<file path="src/rtl/alarm_ctrl_pkg.sv">
// Shared definitions for the alarm clock front-panel controller:
// state codes, BCD limits, edit target/field codes and the hh:mm BCD type.
package alarm_ctrl_pkg;

  localparam logic [3:0] ST_IDLE     = 4'd0;
  localparam logic [3:0] ST_T_HR     = 4'd1;
  localparam logic [3:0] ST_T_MIN    = 4'd2;
  localparam logic [3:0] ST_A_HR     = 4'd3;
  localparam logic [3:0] ST_A_MIN    = 4'd4;
  localparam logic [3:0] ST_COMMIT_T = 4'd5;
  localparam logic [3:0] ST_COMMIT_A = 4'd6;
  localparam logic [3:0] ST_STOP1    = 4'd7;
  localparam logic [3:0] ST_RESTORE  = 4'd8;
  localparam logic [3:0] ST_SNZ_STOP = 4'd9;
  localparam logic [3:0] ST_SNZ_LOAD = 4'd10;

  localparam logic [4:0] HR_MAX  = 5'd23;
  localparam logic [5:0] MIN_MAX = 6'd59;

  localparam logic TGT_TIME  = 1'b0;
  localparam logic TGT_ALARM = 1'b1;
  localparam logic FLD_HR    = 1'b0;
  localparam logic FLD_MIN   = 1'b1;

  // Operation select for bcd_hhmm_add
  localparam logic [1:0] ADD_SUM     = 2'd0;
  localparam logic [1:0] ADD_INC_HR  = 2'd1;
  localparam logic [1:0] ADD_INC_MIN = 2'd2;

  typedef struct packed {
    logic [1:0] h1;
    logic [3:0] h0;
    logic [2:0] m1;
    logic [3:0] m0;
  } hhmm_t;

endpackage

</file>
<file path="src/rtl/bcd_hhmm_add.sv">
// Combinational hh:mm BCD arithmetic: add N minutes with hour carry and midnight wrap,
// or increment only the hour or only the minute field with independent wrap.
module bcd_hhmm_add
  import alarm_ctrl_pkg::*;
#(
  parameter int N = 1
) (
  input  hhmm_t      a,
  input  logic [1:0] mode,
  output hhmm_t      y
);

  logic [4:0] hr, hr_n;
  logic [5:0] mn, mn_n;
  logic [6:0] msum;
  logic       carry;

  // Work in binary internally; small constant divides map to tiny lookup logic.
  always_comb begin
    hr    = 5'(a.h1) * 5'd10 + 5'(a.h0);
    mn    = 6'(a.m1) * 6'd10 + 6'(a.m0);
    msum  = 7'(mn) + 7'(N);
    carry = 1'b0;
    hr_n  = hr;
    mn_n  = mn;
    case (mode)
      ADD_INC_HR:  hr_n = (hr >= HR_MAX) ? 5'd0 : hr + 5'd1;
      ADD_INC_MIN: mn_n = (mn >= MIN_MAX) ? 6'd0 : mn + 6'd1;
      default: begin
        if (msum > 7'(MIN_MAX)) begin
          mn_n  = 6'(msum - 7'd60);
          carry = 1'b1;
        end else begin
          mn_n = 6'(msum);
        end
        if (carry) hr_n = (hr >= HR_MAX) ? 5'd0 : hr + 5'd1;
      end
    endcase
    y.h1 = 2'(hr_n / 5'd10);
    y.h0 = 4'(hr_n % 5'd10);
    y.m1 = 3'(mn_n / 6'd10);
    y.m0 = 4'(mn_n % 6'd10);
  end

endmodule

</file>
<file path="src/rtl/alarm_ctrl_fsm.sv">
// Front-panel controller sequencing the alarm_clock load interface (edit, commit, stop, snooze).
// Define ALARM_CTRL_TIMEOUT_EN to abandon idle edit sessions after EDIT_TIMEOUT cycles.
module alarm_ctrl_fsm
  import alarm_ctrl_pkg::*;
#(
  parameter int SNOOZE_MIN = 5,
  parameter int MAX_SNOOZE = 3
`ifdef ALARM_CTRL_TIMEOUT_EN
  , parameter int EDIT_TIMEOUT = 30
`endif
) (
  input  logic       clk,
  input  logic       reset_n,
  input  logic       btn_mode,
  input  logic       btn_up,
  input  logic       btn_set,
  input  logic       btn_stop,
  input  logic       btn_snooze,
  input  logic       btn_al_tog,
  input  logic       Alarm,
  input  logic [1:0] H_out1,
  input  logic [3:0] H_out0,
  input  logic [2:0] M_out1,
  input  logic [3:0] M_out0,
  output logic [1:0] H_in1,
  output logic [3:0] H_in0,
  output logic [2:0] M_in1,
  output logic [3:0] M_in0,
  output logic       LD_time,
  output logic       LD_alarm,
  output logic       STOP_al,
  output logic       AL_ON,
  output logic       editing,
  output logic       edit_tgt,
  output logic       edit_fld,
  output logic       snoozing
);

  localparam int SCW = (MAX_SNOOZE < 2) ? 1 : $clog2(MAX_SNOOZE + 1);
  localparam logic [SCW-1:0] SNZ_LIMIT = SCW'(MAX_SNOOZE);

  logic [3:0]     state, next_state;
  hhmm_t          edit_reg, alarm_reg, load_reg, cur_time, inc_sum, snz_sum;
  logic [SCW-1:0] snooze_cnt;
  logic           in_edit, min_fld, up_act, tog_act, timeout;

  assign cur_time = {H_out1, H_out0, M_out1, M_out0};
  assign in_edit  = state inside {ST_T_HR, ST_T_MIN, ST_A_HR, ST_A_MIN};
  assign min_fld  = (state == ST_T_MIN) || (state == ST_A_MIN);
  assign editing  = in_edit;
  assign edit_tgt = (state == ST_A_HR || state == ST_A_MIN) ? TGT_ALARM : TGT_TIME;
  assign edit_fld = min_fld ? FLD_MIN : FLD_HR;
  assign {H_in1, H_in0, M_in1, M_in0} = load_reg;

  // Raw button priority: a pressed higher button masks all lower ones even if it is ignored.
  assign up_act  = in_edit && btn_up && !(btn_stop || btn_snooze || btn_mode || btn_set);
  assign tog_act = (state == ST_IDLE) && btn_al_tog &&
                   !(btn_stop || btn_snooze || btn_mode || btn_set || btn_up);

  bcd_hhmm_add #(.N(1)) u_inc_add (
    .a    (edit_reg),
    .mode (min_fld ? ADD_INC_MIN : ADD_INC_HR),
    .y    (inc_sum)
  );

  bcd_hhmm_add #(.N(SNOOZE_MIN)) u_snz_add (
    .a    (cur_time),
    .mode (ADD_SUM),
    .y    (snz_sum)
  );

`ifdef ALARM_CTRL_TIMEOUT_EN
  localparam int TW = $clog2(EDIT_TIMEOUT + 1);
  logic [TW-1:0] idle_cnt;
  logic          any_btn;

  assign any_btn = btn_mode || btn_up || btn_set || btn_stop || btn_snooze || btn_al_tog;
  assign timeout = in_edit && !any_btn && (idle_cnt == TW'(EDIT_TIMEOUT - 1));

  always_ff @(posedge clk or negedge reset_n) begin
    if (!reset_n)                           idle_cnt <= '0;
    else if (!in_edit || any_btn || timeout) idle_cnt <= '0;
    else                                    idle_cnt <= idle_cnt + 1'b1;
  end
`else
  assign timeout = 1'b0;
`endif

  // Transient states ignore all buttons and fall through to their successor.
  always_comb begin
    next_state = state;
    case (state)
      ST_IDLE, ST_T_HR, ST_T_MIN, ST_A_HR, ST_A_MIN: begin
        if (btn_stop) begin
          if (Alarm) next_state = ST_STOP1;
        end else if (btn_snooze) begin
          if (Alarm && state == ST_IDLE)
            next_state = (snooze_cnt == SNZ_LIMIT) ? ST_STOP1 : ST_SNZ_STOP;
        end else if (btn_mode) begin
          case (state)
            ST_IDLE:           next_state = ST_T_HR;
            ST_T_HR, ST_T_MIN: next_state = ST_A_HR;
            default:           next_state = ST_IDLE;
          endcase
        end else if (btn_set) begin
          case (state)
            ST_T_HR:  next_state = ST_T_MIN;
            ST_T_MIN: next_state = ST_COMMIT_T;
            ST_A_HR:  next_state = ST_A_MIN;
            ST_A_MIN: next_state = ST_COMMIT_A;
            default:  next_state = state;
          endcase
        end else if (timeout) begin
          next_state = ST_IDLE;
        end
      end
      ST_STOP1:    next_state = snoozing ? ST_RESTORE : ST_IDLE;
      ST_SNZ_STOP: next_state = ST_SNZ_LOAD;
      default:     next_state = ST_IDLE;
    endcase
  end

  // Strobes and load values are registered on entry to the state that owns them.
  always_ff @(posedge clk or negedge reset_n) begin
    if (!reset_n) begin
      state      <= ST_IDLE;
      LD_time    <= 1'b0;
      LD_alarm   <= 1'b0;
      STOP_al    <= 1'b0;
      AL_ON      <= 1'b1;
      snoozing   <= 1'b0;
      snooze_cnt <= '0;
      load_reg   <= '0;
      edit_reg   <= '0;
      alarm_reg  <= '0;
    end else begin
      state    <= next_state;
      LD_time  <= (next_state == ST_COMMIT_T);
      LD_alarm <= (next_state == ST_COMMIT_A) || (next_state == ST_RESTORE) ||
                  (next_state == ST_SNZ_LOAD);
      STOP_al  <= (next_state == ST_STOP1) || (next_state == ST_SNZ_STOP);
      if (tog_act) AL_ON <= !AL_ON;
      case (next_state)
        ST_COMMIT_T: load_reg <= edit_reg;
        ST_COMMIT_A: begin
          load_reg   <= edit_reg;
          alarm_reg  <= edit_reg;
          snoozing   <= 1'b0;
          snooze_cnt <= '0;
        end
        ST_RESTORE: begin
          load_reg   <= alarm_reg;
          snoozing   <= 1'b0;
          snooze_cnt <= '0;
        end
        ST_SNZ_LOAD: begin
          load_reg   <= snz_sum;
          snoozing   <= 1'b1;
          snooze_cnt <= snooze_cnt + 1'b1;
        end
        default: ;
      endcase
      if (state == ST_IDLE && next_state == ST_T_HR)
        edit_reg <= cur_time;
      else if (next_state == ST_A_HR && (state == ST_T_HR || state == ST_T_MIN))
        edit_reg <= alarm_reg;
      else if (up_act)
        edit_reg <= inc_sum;
    end
  end

endmodule

</file>
<file path="config.mk">
export PLATFORM = sky130hd
export DESIGN_NAME = alarm_ctrl_fsm
export DESIGN_NICKNAME = d
export VERILOG_FILES = /design/src/rtl/alarm_ctrl_pkg.sv /design/src/rtl/bcd_hhmm_add.sv /design/src/rtl/alarm_ctrl_fsm.sv
export SDC_FILE = /design/constraint.sdc
export NUM_CORES = 1
export LEC_CHECK = 0
export CORE_AREA = 2 2 98 100
export DETAILED_ROUTE_END_ITERATION = 10
export DIE_AREA = 0 0 100 102
export GPL_ROUTABILITY_DRIVEN = 1
export PLACE_DENSITY = 0.77
export SLEW_MARGIN = 20
export SYNTH_ARGS = -nofsm -noshare
export SYNTH_HDL_FRONTEND = slang
export SYNTH_SLANG_ARGS = --single-unit
</file>
<file path="constraint.sdc">
create_clock -name clk -period 10.6 [get_ports clk]
set_input_delay 2.12 -clock clk [delete_from_list [all_inputs] [get_ports clk]]
set_output_delay 2.12 -clock clk [all_outputs]
set_load 0.02 [all_outputs]
</file>
==> flow_metrics.env <==
export IMPL_status="finished clean"
export IMPL_maxSlewViolCount=0
export IMPL_synth_edff_count=0
export IMPL_hold_buffers=0
export IMPL_fmax_mhz=139
export IMPL_cts_sinks=50
export IMPL_setup_total_negative_slack_ns=0
export IMPL_syn_avg_cell_area_um2=7.96
export IMPL_wl_per_cell_um=17.4
export IMPL_ys_warnings_count=0
export IMPL_drive_gt1_share_pct=6.01
export IMPL_synthFlopType="dfrtp_1"
export IMPL_synth_seq_cells=50
export IMPL_path_buf_inv=3
export IMPL_grt_start_max_net_pins=51
export IMPL_root_buffer="clkbuf_8"
export IMPL_htree_levels=2
export IMPL_setup_violations=0
export IMPL_arrival_ns=7.37
export IMPL_drt_wl_total_um=13200
export IMPL_tritoncts="yes"
export IMPL_numCtsBuffers=5
export IMPL_cpPeakStageDelay_ns=0.57
export IMPL_first_pass_iters=5
export IMPL_routabilityCongestion=0.925
export IMPL_vias=4892
export IMPL_netlist_instances=623
export IMPL_relSlewSlack_pct=26.0
export IMPL_synth_area_top_cells="dfrtp_1 (25%), ha_1 (9.1%), nor2_1 (5.0%), o21ai_0 (4.5%), a21oi_1 (4.3%)"
export IMPL_grt_overflow=0
export IMPL_synth_top_area_share_pct=24.7
export IMPL_critPathKind="in -> reg"
export IMPL_period_share_pct=67.7
export IMPL_die_x_um=100
export IMPL_finalClockSkew_ns=0.0159
export IMPL_ant_nets=0
export IMPL_required_ns=10.79
export IMPL_die_h_um=102
export IMPL_crit_family="compound AO/OA/AOI/OAI gates"
export IMPL_cts_resized=0
export IMPL_worstPathMaxFanout=8
export IMPL_syn_area_um2=4960
export IMPL_drv_cap=0
export IMPL_first_iter_violations=310
export IMPL_nets=710
export IMPL_clkTransAtPathRegs_ns=0.10
export IMPL_syn_nets=685
export IMPL_synth_seq_area_share_pct=25.3
export IMPL_synth_async_reset_ratio_pct=100
export IMPL_synth_cell_type_count=70
export IMPL_post_route_min_period_ns=7.18
export IMPL_core_area_um2=9110
export IMPL_via_per_inst=6.44
export IMPL_clock_latency_ns=0.31
export IMPL_grt_pass1_wl_um=21700
export IMPL_first_global_vias=4532
export IMPL_grt_usage_pct=26.2
export IMPL_start_util_pct=54.5
export IMPL_hpwl_um=9930
export IMPL_n_antenna_cell=0
export IMPL_hp_class="reg -> reg"
export IMPL_syn_to_final_growth_pct=11.9
export IMPL_io_buffers=42
export IMPL_die_area_um2=10200
export IMPL_io_pins=43
export IMPL_fp_row_count=35
export IMPL_antenna_found_initial=0
export IMPL_startpoint_type="input pin"
export IMPL_critPathSlowestCell="fa_1"
export IMPL_worst_slew_pin_slew_ns=1.10
export IMPL_cts_buffer_depth=2
export IMPL_end_kind="flop"
export IMPL_finalHoldViolations=0
export IMPL_path_cells="clkdlybuf4s50_1 -> ha_1 -> inv_1 -> fa_1 -> a21boi_0 -> xnor2_1 -> inv_1 -> ha_1 -> nand2_1 -> o21ai_0 -> nor3_1 -> o211a_1 -> nand2_1 -> o31a_1 -> nor2_1 -> nor2_1 -> ha_1 -> a211oi_1 -> o21ai_0 -> o2bb2ai_1 -> xnor2_1 -> o21ai_0"
export IMPL_drc=0
export IMPL_cts_setup_buffers=0
export IMPL_rsz0062_at_grt="no"
export IMPL_synth_top_cell_by_area="dfrtp_1"
cells by family (layout without fill, tap and decap cells):
family	after synthesis	after routing	synth area share [%]
adders and majority gates	40	40	10.7
muxes	23	23	4.94
and+or+nand+nor	211	211	21.0
AOI/OAI and AO/OA	208	208	28.1
DFF	50	50	25.3
xor gates and xnor gates	29	29	5.12
buffers and inverters	62	88	4.92
synthesized netlist by cell type, types with 8 or more instances:
library cell	n
a211oi_1	9
a21o_1	9
a21oi_1	43
a31oi_1	12
and3_1	8
clkbuf_1	23
dfrtp_1	49
ha_1	36
inv_1	33
mux2_2	12
mux2i_1	11
nand2_1	46
nand2b_1	9
nand3_1	16
nor2_1	66
nor3_1	18
o211ai_1	13
o21ai_0	45
o22ai_1	8
o31ai_1	8
xnor2_1	19
xor2_1	10
worst register-to-register path: stages (launching register included):
cell	delay, ns
dfrtp_1	0.47
ha_1	0.33
ha_1	0.35
nand3_1	0.12
and3_1	0.20
nor2_1	0.36
xor2_1	0.41
nand2_1	0.11
ha_1	0.25
o211ai_1	0.76
nand3_1	0.15
o211a_1	0.23
ha_1	0.22
a311o_1	0.27
nor3_1	0.19
o31ai_1	0.10
layout make-up:
| type | instances | area, µm² |
|---|---|---|
| fillers | 796 | 3560 |
| flip-flops and latches | 50 | 1250 |
| clock buffers | 6 | 82.6 |
| well taps | 111 | 139 |
| repair buffers | 46 | 445 |
| clock inverters | 2 | 38.8 |
| multi-input cells | 511 | 3460 |
| inverters | 34 | 128 |
layout by cell type (no fill, tap or decap), types with 10 or more instances in the layout:
cell type	instances
a31oi_1	12
o21ai_0	44
dfrtp_1	49
mux2i_1	11
mux2_2	12
nand3_1	16
nor2_1	66
xor2_1	10
clkdlybuf4s50_1	41
ha_1	36
xnor2_1	19
nor3_1	18
inv_1	33
nand2_1	46
a21oi_1	43
o211ai_1	13
routing by layer:
layer	vias up	track usage, %	wire, µm
met1	2345	34.4	6130
li1	2375	-	-
met5	-	0	0
met2	141	44.8	6130
met4	0	9.91	387
met3	31	3.15	594
path summary, 6_finish.rpt:
check	startpoint	to	slack (ns)	cells after the start
hold reg to reg	AL_ON$_DFFE_PN1P_	AL_ON$_DFFE_PN1P_	0.50	1
min in group asynchronous	reset_n	LD_alarm$_DFF_PN0_	1.91	2
max in group asynchronous	reset_n	edit_reg[6]$_DFFE_PN0P_	8.23	2
setup / recovery	M_out0[1]	H_in0[1]$_DFFE_PN0P_	3.42	22
setup reg to reg	edit_reg[4]$_DFFE_PN0P_	edit_reg[3]$_DFFE_PN0P_	5.98	15
hold / removal	AL_ON$_DFFE_PN1P_	AL_ON$_DFFE_PN1P_	0.50	1
through the flow:
stage | util (%) | instance area (µm²) | setup slack [ns] | instances | hold slack [ns]
floorplan | - | 4960 | 4.33 | 623 | 0.468
global placement | 59.5 | 5420 | 3.41 | 751 | 0.482
detailed placement | 59.6 | 5430 | 3.13 | 752 | 0.484
CTS | 60.9 | 5550 | 3.46 | 760 | 0.501
global route | 60.9 | 5550 | 2.96 | 760 | 0.510
finish | 60.9 | 5550 | 3.42 | 760 | 0.497
Power is left out: the tool's default activity adds up to more than one toggle a clock period on the data nets, which glitch-free logic cannot reach.
